`config.mk`:
```
export PLATFORM = sky130hd
export DESIGN_NAME = bitrev_reorder_buf
export DESIGN_NICKNAME = d
export VERILOG_FILES = /design/src/rtl/bitrev_reorder_buf_pkg.sv /design/src/rtl/bitrev_addr.sv /design/src/rtl/bitrev_reorder_buf.sv
export SDC_FILE = /design/constraint.sdc
export NUM_CORES = 1
export LEC_CHECK = 0
export CAP_MARGIN = 15
export CORE_MARGIN = 4
export CORE_UTILIZATION = 42
export DETAILED_ROUTE_END_ITERATION = 8
export GPL_TIMING_DRIVEN = 0
export PLACE_DENSITY = 0.65
export SYNTH_ARGS = -nofsm -noshare
export SYNTH_HDL_FRONTEND = slang
export SYNTH_SLANG_ARGS = --single-unit
```
`constraint.sdc`:
```
create_clock -name clk -period 5.8 [get_ports clk]
set_input_delay 1.16 -clock clk [delete_from_list [all_inputs] [get_ports clk]]
set_output_delay 1.16 -clock clk [all_outputs]
set_load 0.1 [all_outputs]
```
`src/rtl/bitrev_reorder_buf_pkg.sv`:
```
// Shared types and helpers for the bit-reversal reorder buffer.
// Holds the FSM state encoding and the frame-length mask helper.
package bitrev_reorder_buf_pkg;

  typedef enum logic {
    StFill  = 1'b0,
    StDrain = 1'b1
  } state_e;

  // Index of the last word in a frame of 2^m words.
  function automatic int unsigned len_mask(input int unsigned m);
    return (32'd1 << m) - 32'd1;
  endfunction

endpackage

```
`src/rtl/bitrev_addr.sv`:
```
// Reverses the low m bits of an index and clears the bits above them.
module bitrev_addr #(
  parameter int unsigned LOG2N = 3,
  parameter int unsigned MW    = $clog2(LOG2N + 1)
) (
  input  logic [LOG2N-1:0] idx,
  input  logic [MW-1:0]    m,
  output logic [LOG2N-1:0] addr
);

  // Output bit i takes input bit m-1-i; nothing is selected when i >= m.
  always_comb begin
    addr = '0;
    for (int i = 0; i < LOG2N; i++) begin
      for (int j = 0; j < LOG2N; j++) begin
        if ((i + j + 1) == int'(m)) addr[i] = idx[j];
      end
    end
  end

endmodule

```
`src/rtl/bitrev_reorder_buf.sv`:
```
// Single-buffer reorder stage. It fills a frame that arrives in bit-reversed order,
// then drains the frame in natural order. Both sides use valid/ready handshakes.
module bitrev_reorder_buf
  import bitrev_reorder_buf_pkg::*;
#(
  parameter int unsigned DATA_W = 32,
  parameter int unsigned LOG2N  = 3,
  localparam int unsigned MW    = $clog2(LOG2N + 1)
) (
  input  logic              clk,
  input  logic              rst_n,
  input  logic [MW-1:0]     cfg_log2n,
  input  logic              in_valid,
  output logic              in_ready,
  input  logic [DATA_W-1:0] in_data,
  output logic              out_valid,
  input  logic              out_ready,
  output logic [DATA_W-1:0] out_data,
  output logic              out_last
);

  localparam int unsigned N = 1 << LOG2N;

  state_e            state_q;
  logic [LOG2N-1:0]  wr_cnt_q;
  logic [LOG2N-1:0]  rd_cnt_q;
  logic [MW-1:0]     m_q;
  logic              in_ready_q;
  logic              out_valid_q;
  logic [DATA_W-1:0] mem [N];

  logic              in_fire;
  logic              out_fire;
  logic [MW-1:0]     m_eff;
  logic [MW-1:0]     m_wr;
  logic [LOG2N-1:0]  wr_addr;
  logic              wr_last;
  logic              rd_last;

  assign in_fire  = in_valid & in_ready_q;
  assign out_fire = out_valid_q & out_ready;

  assign m_eff = (cfg_log2n > MW'(LOG2N)) ? MW'(LOG2N) : cfg_log2n;
  // The first word has to be steered before m_q can hold the new frame length.
  assign m_wr  = (wr_cnt_q == '0) ? m_eff : m_q;

  assign wr_last = (wr_cnt_q == LOG2N'(len_mask(32'(m_wr))));
  assign rd_last = (rd_cnt_q == LOG2N'(len_mask(32'(m_q))));

  bitrev_addr #(
    .LOG2N(LOG2N),
    .MW   (MW)
  ) u_bitrev_addr (
    .idx (wr_cnt_q),
    .m   (m_wr),
    .addr(wr_addr)
  );

  always_ff @(posedge clk) begin
    if (in_fire) mem[wr_addr] <= in_data;
  end

  always_ff @(posedge clk or negedge rst_n) begin
    if (!rst_n) begin
      state_q     <= StFill;
      wr_cnt_q    <= '0;
      rd_cnt_q    <= '0;
      m_q         <= '0;
      in_ready_q  <= 1'b0;
      out_valid_q <= 1'b0;
    end else begin
      unique case (state_q)
        StFill: begin
          // in_ready is only low in FILL on the first cycle after reset.
          if (!in_ready_q) begin
            in_ready_q <= 1'b1;
          end else if (in_fire) begin
            if (wr_cnt_q == '0) m_q <= m_eff;
            if (wr_last) begin
              wr_cnt_q    <= '0;
              in_ready_q  <= 1'b0;
              out_valid_q <= 1'b1;
              state_q     <= StDrain;
            end else begin
              wr_cnt_q <= wr_cnt_q + 1'b1;
            end
          end
        end
        StDrain: begin
          if (out_fire) begin
            if (rd_last) begin
              rd_cnt_q    <= '0;
              out_valid_q <= 1'b0;
              in_ready_q  <= 1'b1;
              state_q     <= StFill;
            end else begin
              rd_cnt_q <= rd_cnt_q + 1'b1;
            end
          end
        end
      endcase
    end
  end

  assign in_ready  = in_ready_q;
  assign out_valid = out_valid_q;
  assign out_data  = mem[rd_cnt_q];
  assign out_last  = out_valid_q & rd_last;

endmodule
```
# Word level (Yosys, flattened, before mapping)
# Memory sizes are Yosys's and may differ from the RTL's.
# Index checks and enable logic that the tools add are counted.
dict set report totals {
  reg_bits 11
  mem_bits_rw 256
  in_bits 38
  out_inout_bits 35
  wordCells 63
  mem_count 1
}
# memory depth word_bits rd rd_ports_with_merged_regs wr line
set mem_list {}
lappend mem_list {mem 8 32 1 0 1 bitrev_reorder_buf.sv:30} ;# logic [DATA_W-1:0] mem [N];
dict set report classes {
  n_addsub 4
  order_cmp 1
  n_eq_ne 10
  n_shift 2
  n_mux 30
  bitwise_logic 4
  n_reduce_logical 5
}
# cell n
set ops {}
lappend ops {{$mux W1} 23}
lappend ops {{$add A3 B1 Y3 const B} 2}
lappend ops {{$eq A3 B3 Y1} 2}
lappend ops {{$mux W3} 2}
lappend ops {{$ne A2 B2 Y1 const B} 3}
lappend ops {{$pmux W1 S2} 3}
lappend ops {{$shl A1 B2 Y3 const A} 2}
lappend ops {{$sub A3 B1 Y3 const B} 2}
lappend ops {{$reduce_and A5 Y1} 1}
lappend ops {{$eq A2 B2 Y1 const A} 2}
lappend ops {{$mux W2} 2}
lappend ops {{$ne A2 B1 Y1 const B} 2}
lappend ops {{$reduce_and A2 Y1} 2}
lappend ops {{$and A1 B1 Y1} 3}
lappend ops {{$logic_not A3 Y1} 1}
lappend ops {{$reduce_and A3 Y1} 1}
lappend ops {{$eq A1 B2 Y1 const A} 1}
lappend ops {{$gt A2 B2 Y1 const B} 1}
lappend ops {{$not A1 Y1} 1}

# Longest topological paths before layout
# Gate-level depths: netlist of the first run.
dict set report depth {
  word_depth 10
  depth_mapped 8
  ltp_nobuf 7
}

# Modules after synthesis
# A second synthesis of the first run with hierarchy kept.
dict set report unflattened {
  hier_cells 546
  hier_area_um2 10505.1
}
# module n_inst cells_each area_each_um2 seq_area_each_um2
set modules_own_cells {}
lappend modules_own_cells {bitrev_reorder_buf 1 540 10457.5 7962.6}
lappend modules_own_cells {bitrev_addr 1 6 47.5 0.0}

# Worst setup path after synthesis of the first run
# No wires, ideal clock.
dict set report synth_path {
  kind {input -> register}
  startpoint {input port cfg_log2n[0]}
  endpoint {memory mem[4][0], enable pin}
  setup_time_ns 0.502
  arrival_time_ns 4.818
  t_required_ns 5.298
  setup_slack_ns 0.481
  path_stages 4
  path_buffers 0
  cell_sequence {mux2_2 -> a21oi_1 -> o21bai_1 -> nor4_1}
}
dict set report synth_between {
  elab_chain_cells 7
  elab_cells_between_ends 12
  cone_classes {1 x order compare; 3 x eq/ne; 8 x mux}
}
# item line
set synth_rtl {}
lappend synth_rtl {{start: declaration} bitrev_reorder_buf.sv:12} ;# input logic [MW-1:0] cfg_log2n,
lappend synth_rtl {{$gt A2 B2 Y1} bitrev_reorder_buf.sv:43} ;# assign m_eff = (cfg_log2n > MW'(LOG2N)) ? MW'(LOG2N) : cfg_log2n;
lappend synth_rtl {{$mux W2 (*)} bitrev_reorder_buf.sv:43}
lappend synth_rtl {{$mux W2 (*)} --}
lappend synth_rtl {{$eq A2 B2 Y1} bitrev_addr.sv:16} ;# if ((i + j + 1) == int'(m)) addr[i] = idx[j];
lappend synth_rtl {{$mux W1 (3 in series)} bitrev_addr.sv:16}
lappend synth_rtl {{end: declaration} bitrev_reorder_buf.sv:30}
# Every way passes the cells marked *; elsewhere a longest branch is shown, timed or not.

# Worst setup path in the final report of the first run
dict set report layout_path {
  startpoint {register rd_cnt_q[1]}
  endpoint {output port out_data[11]}
}
dict set report layout_between {
  elab_chain_cells 1
}
# item line
set layout_rtl {}
lappend layout_rtl {{start: declaration} bitrev_reorder_buf.sv:26} ;# logic [LOG2N-1:0] rd_cnt_q;
lappend layout_rtl {{start signal: assignment} bitrev_reorder_buf.sv:97} ;# rd_cnt_q <= rd_cnt_q + 1'b1;
lappend layout_rtl {{$mem_v2 Z8 W32} --}
lappend layout_rtl {{end: declaration} bitrev_reorder_buf.sv:18} ;# output logic [DATA_W-1:0] out_data,
# No other way between the ends.

==> flow_summary.toml, run 1 <==
[timing]
rsz0062_at_grt = "false"
fmaxAchievable_mhz = 213
worst_pin_slew_ns = 0.980
final_max_slew_viol_count = 0
clock_skew_ns = 0.0155
maxSlewHeadroom_pct = 34.5
setup_violations = 0
worst_slack_ns = 1.10
timing.final.crit_period_ns = 4.70
min_period_over_period_pct = 81.1
hold_viol = 0

[detailed_routing]
wire_per_inst_um = 20.7
drtIter0Drc = 397
drtAntennaViolNets = 0
firstDrtPassIters = 4
dr_wl_met3_mm = 1.07
wl_met2_mm = 10.4
drt-met1-wl_mm = 8.71
wirelength_mm = 20.6
route.top_layer_used = "met4"
via_count = 5227
via_per_inst = 5.24
drcViolationCount = 0

[cts]
insertion_delay_ns = 0.52
cts.sinks = 267
clock_path_buffers = 3
post_cts_buffers = 0
cts-root-buf = "clkbuf_16"
post_cts_resized = 0
path_clk_slew_ns = 0.06
hold_buffers = 0
cts_made_buffers = 27
cts_tree = "built"
ctsHtreeMaxLevel = 1

[cells_and_area]
postLayoutCellArea_mm2 = 0.0128
final_util_pct = 52.4
seq_area_mm2 = 0.00796
antennaDiodeCount = 0
nNetsFinal = 695
fin_cells = 998
area_growth_pct = 22.6
drive_above_1_share_pct = 22.6
multi_input_area_mm2 = 0.00236
fill_cells = 1888

[yosys]
synth_area_leaders = "edfxtp_1 74%, mux4_2 14%, nand2_1 4.0%"
yosys_warnings = 0
synth_nets = 574
synth_edf_count = 256
synth_area_leader_cell = "edfxtp_1"
synthTopCellsByCount = "256 x edfxtp_1, 111 x nand2_1, 64 x mux4_2, 11 x buf_2, 11 x dfrtp_1"
synth_top_flop_cell = "edfxtp_1"
synth.ff_latch_count = 267
ys_types = 44
synth-async-reset-ratio_pct = 4.12
avgSynthCellArea_um2 = 19.5
yosysMostFrequentCell = "edfxtp_1"
seq_area_frac_synth_pct = 76.5
synthCells = 533
synthDominantCellAreaShare_pct = 73.9
synth_area_mm2 = 0.0104

[floorplan]
core-area_mm2 = 0.0243
die_height_um = 165
io_pins = 73
die-area_mm2 = 0.0274
die_w_um = 165
num_rows = 57
initial_core_util_pct = 42.8

[placement]
hpwl_mm = 13.6
place_ws_ns = 1.57
placed_area_mm2 = 0.0119
numPortBuffers = 72
dp.cells = 949
place_congestion = 0.785

[global_route]
grt_pass1_wl_mm = 31.9
grt_use_total_pct = 15.6
antenna_found_initial = 0
grt_max_degree = 21
grt_pass1_vias = 5450
gr-total-overflow = 0

[critical_path]
path_class = "reg -> out"
arrival_ns = 3.54
critPathLaunchType = "flip-flop"
cp_max_fo = 10
critPathCaptureType = "output port"
crit_required_ns = 4.64

[outcome]
outcome = "completed"

[worst_hold_path]
min_path_type = "reg -> reg"

[job]
drv_cap = 0
-- final timing paths --
check	slack (ns)	endpoint	cells after the start	startpoint
max reg2reg	2.26	mem[6][22]	11	wr_cnt_q[1]
max	1.10	out_data[11]	6	rd_cnt_q[1]
min reg2reg	0.52	in_ready	1	in_ready
min	0.52	in_ready	1	in_ready
max in group asynchronous	4.50	m_q[1]	1	rst_n
min in group asynchronous	0.97	in_ready	1	rst_n
-- placed cells by master, fill, tap and decap left out, types with 2 or more instances in the layout --
cell type | Yosys | layout
a21oi_1 | 3 | 3
nor3_2 | 2 | 2
clkdlybuf4s50_1 | 0 | 72
clkbuf_1 | 7 | 14
buf_12 | 0 | 2
bufinv_16 | 0 | 4
buf_2 | 11 | 11
nor2_1 | 9 | 5
buf_1 | 7 | 7
nand2_1 | 111 | 111
nor2_4 | 0 | 4
nand3_1 | 2 | 2
clkbuf_16 | 0 | 27
buf_8 | 0 | 2
dfrtp_1 | 11 | 11
edfxtp_1 | 256 | 256
inv_1 | 5 | 5
buf_6 | 0 | 10
buf_16 | 0 | 3
mux4_2 | 64 | 64
clkinv_2 | 0 | 4
buf_4 | 1 | 4
clkinv_1 | 1 | 6
o21ai_0 | 8 | 8
mux2i_1 | 3 | 3
ha_1 | 3 | 3
-- state kept, by name, summed over array words and instances (netlist names) --
name,flops
rd_cnt_q,3
state_q,1
wr_cnt_q,3
m_q,2
mem,256
out_valid,1
in_ready,1
-- layer usage --
layer / GRT usage, % / up-vias
met2: 27.1 / 121
li1: - / 2363
met4: 3.19 / 0
met1: 20.8 / 2714
met3: 2.78 / 29
met5: 0 / -
-- area by class of cell --
cell class              instances  share of cell area [%]
multi-input cells             234                    18.5
flip-flops and latches        267                    62.4
plain buffers                  26                   0.903
inverters                       6                   0.177
clock buffers                  34                    5.50
repair buffers                 92                    7.91
clock inverters                15                    1.37
well taps                     324                    3.18
-- logic make-up (layout without fill, tap and decap cells) --
group | after synthesis | in the layout | share of synthesized area, %
XOR/XNOR | 1 | 1 | 0.0842
AO/OA/AOI/OAI | 24 | 24 | 1.60
multiplexers | 70 | 70 | 14.5
adder cells (fa/ha/maj) | 3 | 3 | 0.361
buffers and inverters | 32 | 173 | 1.32
AND/OR/NAND/NOR | 136 | 136 | 5.57
flip-flops | 267 | 267 | 76.5
-- worst max-delay path, stage by stage, from the launching register on --
cell	delay, ns
dfrtp_1	0.44
buf_2	0.28
buf_1	0.61
mux4_2	0.35
nand2_1	0.05
nand2_1	0.14
clkdlybuf4s50_1	1.15
-- stage by stage --
stage,TNS (ns),hold slack [ns]
floorplan,0,0.531
global placement,-183.75,0.503
detailed placement,0,0.510
CTS,0,0.525
global route,0,0.550
finish,0,0.525
Power of run 1 is not shown: default switching activity piles up to over one toggle a cycle in this logic, so the estimate is an artifact.
==> inputs of run 2 (changes only) <==
==> constraint.sdc (replaced) <==
create_clock -name clk -period 4.7 [get_ports clk]
set_input_delay 0.94 -clock clk [delete_from_list [all_inputs] [get_ports clk]]
set_output_delay 0.94 -clock clk [all_outputs]
set_load 0.1 [all_outputs]
==> run 2 against run 1 <==
Against the previous run:
- via count up 0.92%
- register-to-register slack worse by 1.1 ns
- count of clock-buffer cells in the layout down 3
- non-clock buffer count down 3
- hold slack better by 0.0096 ns
- clock skew up 0.0014 ns
- setup slack worse by 0.89 ns
- highest routed layer is now met5
==> flow_summary.toml, run 2 (synthesis results as in run 1) <==
[outcome]
outcome = "completed"

[cells_and_area]
multi_input_area_mm2 = 0.00237
nNetsFinal = 692
antennaDiodeCount = 0
drive_above_1_share_pct = 22.8
seq_area_mm2 = 0.00796
largest_reg_flops = 256
fin_cells = 996
layout_common_cells = "256 x edfxtp_1, 111 x nand2_1, 72 x clkdlybuf4s50_1"
top_regs = "mem x256, rd_cnt_q x3, wr_cnt_q x3"
area_growth_pct = 22.8
layout_commonest_cell = "edfxtp_1"
largest-register = "mem"
fill_cells = 1912

[detailed_routing]
drtAntennaViolNets = 0
wire_per_inst_um = 21.6
wl_met2_mm = 11.0
dr_wl_met3_mm = 1.09
wirelength_mm = 21.5
firstDrtPassIters = 4
via_per_inst = 5.30
drcViolationCount = 0
drt-met1-wl_mm = 9.03
via_count = 5275
route.top_layer_used = "met5"
drtIter0Drc = 446

[timing]
hold_viol = 0
maxSlewHeadroom_pct = 32.5
final_max_slew_viol_count = 0
setup_violations = 0
timing.final.crit_period_ns = 4.50
worst_pin_slew_ns = 1.01
rsz0062_at_grt = "false"
min_period_over_period_pct = 95.7
clock_skew_ns = 0.0169
fmaxAchievable_mhz = 222

[floorplan]
die_height_um = 165
core-area_mm2 = 0.0243
io_pins = 73
die_w_um = 165
die-area_mm2 = 0.0274
num_rows = 57
initial_core_util_pct = 42.8

[global_route]
grt_max_degree = 18
grt_pass1_vias = 5716
gr-total-overflow = 0
grt_pass1_wl_mm = 33.5
grt_use_total_pct = 16.3
antenna_found_initial = 1

[cts]
post_cts_resized = 0
post_cts_buffers = 0
insertion_delay_ns = 0.54
cts.sinks = 267
hold_buffers = 0
cts-root-buf = "clkbuf_16"
cts_made_buffers = 27
cts_tree = "built"
ctsHtreeMaxLevel = 1
path_clk_slew_ns = 0.06
clock_path_buffers = 3

[placement]
numPortBuffers = 72
hpwl_mm = 14.2
dp.cells = 946
place_congestion = 0.765

[worst_hold_path]
min_path_type = "reg -> reg"
worst_hold_startpoint = "in_ready"

[critical_path]
critPathCaptureType = "output port"
cp_max_fo = 10
path_buf_inv = 3
critical_path.most_common_cell = "nand2_1"
crit_required_ns = 3.76
path_cells = "buf_2 > clkbuf_1 > mux4_2 > nand2_1 > nand2_1 > clkdlybuf4s50_1"
critPathMaxStageDelay_ns = 1.14
path_class = "reg -> out"
r2r-start = "wr_cnt_q[0]"
critPathLaunchType = "flip-flop"
cp_slowest_cell = "clkdlybuf4s50_1"
startpoint = "rd_cnt_q[1]"
critPathTopFamily = "buffers and inverters"
arrival_ns = 3.56

[job]
drv_cap = 0
==> run 2: cell types whose count changed in the layout (fill, tap and decap cells not counted), sizes merged <==
cell      delta
clkbuf       -3
bufinv       -1
inv          +1
clkinv       +2
clkinvlp     +2
buf          -3
==> run 2: metal layers <==
layer	GRT usage [%]	vias up
met1	21.8	2730
met4	4.24	2
met2	28.3	146
met5	0	-
li1	-	2359
met3	2.56	38
==> run 2: worst register-to-register path, cell delays in order (launching register included) <==
cell and delay (ns):
dfrtp_1 0.39, buf_2 0.18, inv_1 0.14, ha_1 0.22, nor2b_4 0.24, mux2_2 0.39, a21oi_1 0.24, o21bai_1 0.28
nor3_2 0.72, buf_6 0.27, buf_6 0.19
==> run 2: metrics by stage <==
step	TNS [ns]	setup WS, ns	utilization [%]	hold slack [ns]	area (um2)
2_1_floorplan	0	0.329	-	0.531	10400
3_3_place_gp	-255.05	-2.19	47.4	0.503	11500
3_5_place_dp	0	0.696	48.9	0.536	11900
4_1_cts	0	0.103	52.5	0.545	12800
5_1_grt	0	0.0198	52.5	0.582	12800
6_report	0	0.204	52.5	0.534	12800
==> run 2: worst paths after layout <==
check / end / slack, ns / depth (start not counted)
setup / recovery: out_data[18] / 0.20 / 6
hold / removal: in_ready / 0.53 / 1
setup reg to reg: mem[6][4] / 1.14 / 10
hold reg to reg: in_ready / 0.53 / 1
max in group asynchronous: rd_cnt_q[0] / 3.59 / 1
min in group asynchronous: wr_cnt_q[1] / 0.76 / 1
==> run 2: area by class of cell <==
cell class,instances,area share (%)
Sequential cell,267,62.3
Multi-Input combinational cell,234,18.5
Timing Repair Buffer,89,8.05
Clock buffer,31,5.41
Tap cell,324,3.17
Clock inverter,19,1.43
Buffer,26,0.901
Inverter,6,0.176
Power of run 2 is left out for the same reason.
==> inputs of run 3 (changes only) <==
--- a/config.mk
+++ b/config.mk
@@ -10,7 +10,7 @@
 export CORE_UTILIZATION = 42
 export DETAILED_ROUTE_END_ITERATION = 8
 export GPL_TIMING_DRIVEN = 0
-export PLACE_DENSITY = 0.65
+export PLACE_DENSITY = 0.68
 export SYNTH_ARGS = -nofsm -noshare
 export SYNTH_HDL_FRONTEND = slang
 export SYNTH_SLANG_ARGS = --single-unit
==> constraint.sdc (replaced) <==
create_clock -name clk -period 4.1 [get_ports clk]
set_input_delay 0.82 -clock clk [delete_from_list [all_inputs] [get_ports clk]]
set_output_delay 0.82 -clock clk [all_outputs]
set_load 0.1 [all_outputs]
==> run 3 against run 2 <==
Against the previous run:
- critical endpoint is now out_data[6]
- non-clock buffer count down 1
- setup slack lost 0.027 ns
- cell count down 0.50%
- routed wire length shrank 2.0%
- flip-flop and latch count is the same
- global-route usage is 0.48 points lower
- design area decreased by 1.8%
- critical path depth unchanged
==> flow_summary.toml, run 3 (synthesis results as in run 1) <==
[global_route]
grt_use_total_pct = 15.9
grt_pass1_wl_mm = 32.3
gr-total-overflow = 0
grt_max_degree = 22
antenna_found_initial = 0
grt_pass1_vias = 5479

[cells_and_area]
antennaDiodeCount = 0
drive_above_1_share_pct = 26.1
layout_commonest_cell = "edfxtp_1"
area_growth_pct = 20.5
top_regs = "mem x256, rd_cnt_q x3, wr_cnt_q x3"
fill_cells = 1887
postLayoutCellArea_mm2 = 0.0125
final_util_pct = 51.6
layout_common_cells = "256 x edfxtp_1, 111 x nand2_1, 64 x mux4_2"
largest_reg_flops = 256
nNetsFinal = 691
fin_cells = 991
largest-register = "mem"

[detailed_routing]
wire_per_inst_um = 21.3
wirelength_mm = 21.1
drcViolationCount = 0
drtAntennaViolNets = 0
firstDrtPassIters = 5
drtIter0Drc = 414
via_count = 5221
via_per_inst = 5.27

[critical_path]
crit_required_ns = 3.28
critPathLaunchType = "flip-flop"
arrival_ns = 3.10
critPathCaptureType = "output port"
path_class = "reg -> out"
cp_max_fo = 10

[cts]
path_clk_slew_ns = 0.06
insertion_delay_ns = 0.53
cts_made_buffers = 27
hold_buffers = 0
cts.sinks = 267
clock_path_buffers = 3
cts-root-buf = "clkbuf_16"
ctsHtreeMaxLevel = 1
post_cts_buffers = 0
cts_tree = "built"

[floorplan]
num_rows = 57
core-area_mm2 = 0.0243
die_height_um = 165
die-area_mm2 = 0.0274
io_pins = 73
initial_core_util_pct = 42.8
die_w_um = 165

[job]
drv_cap = 0

[timing]
holdWs_ns = 0.514
maxSlewHeadroom_pct = 35.0
timing.final.crit_period_ns = 3.92
rsz0062_at_grt = "false"
setup_violations = 0
hold_viol = 0
min_period_over_period_pct = 95.7
worst_pin_slew_ns = 0.972
final_max_slew_viol_count = 0
clock_skew_ns = 0.0122
fmaxAchievable_mhz = 255

[worst_hold_path]
min_path_type = "reg -> reg"

[placement]
placed_area_mm2 = 0.0118
hpwl_mm = 14.0
numPortBuffers = 72
dp.cells = 945
place_congestion = 0.725

[outcome]
outcome = "completed"
==> run 3: final timing paths <==
check	start	slack (ns)	end	cells past startpoint
max	rd_cnt_q[1]	0.18	out_data[6]	6
min	in_ready	0.51	in_ready	1
max reg2reg	wr_cnt_q[1]	0.66	mem[4][25]	10
min reg2reg	in_ready	0.51	in_ready	1
max in group asynchronous	rst_n	3.13	rd_cnt_q[2]	1
min in group asynchronous	rst_n	0.64	wr_cnt_q[1]	1
==> run 3: worst max-delay path, cell delays in order, from the launching register on <==
cell             delay [ns]
dfrtp_1                0.44
buf_2                  0.28
buf_1                  0.57
mux4_2                 0.33
nand2_1                0.05
nand2_1                0.08
clkdlybuf4s15_1        0.82
==> run 3: routing by layer <==
layer / routed length (um) / global-route usage (%)
met1: 8600 / 21.1
met2: 10800 / 27.1
met3: 1360 / 3.18
met4: 369 / 3.86
met5: 0 / 0
==> run 3: timing repair <==
item / in CTS / in global routing
hold endpoints to repair: 0 / 0
setup endpoints to repair: 33 / 23
resized for setup: 54 / 36
==> run 3: layout make-up <==
cell class / count / area, um2 / share of cell area (%)
plain buffers: 26 / 115 / 0.918
inverters: 6 / 22.5 / 0.180
clock buffers: 31 / 691 / 5.51
well taps: 324 / 405 / 3.23
repair buffers: 88 / 892 / 7.11
clock inverters: 15 / 77.6 / 0.619
flip-flops and latches: 267 / 7960 / 63.5
multi-input cells: 234 / 2370 / 18.9
==> run 3: through the flow <==
stage / setup WS (ns) / setup TNS, ns
global placement: -2.11 / -328.17
floorplan: 0.00498 / 0
global route: 0.00681 / 0
finish: 0.177 / 0
detailed placement: 0.193 / 0
CTS: 0.00753 / 0
Power of run 3 is left out for the same reason.
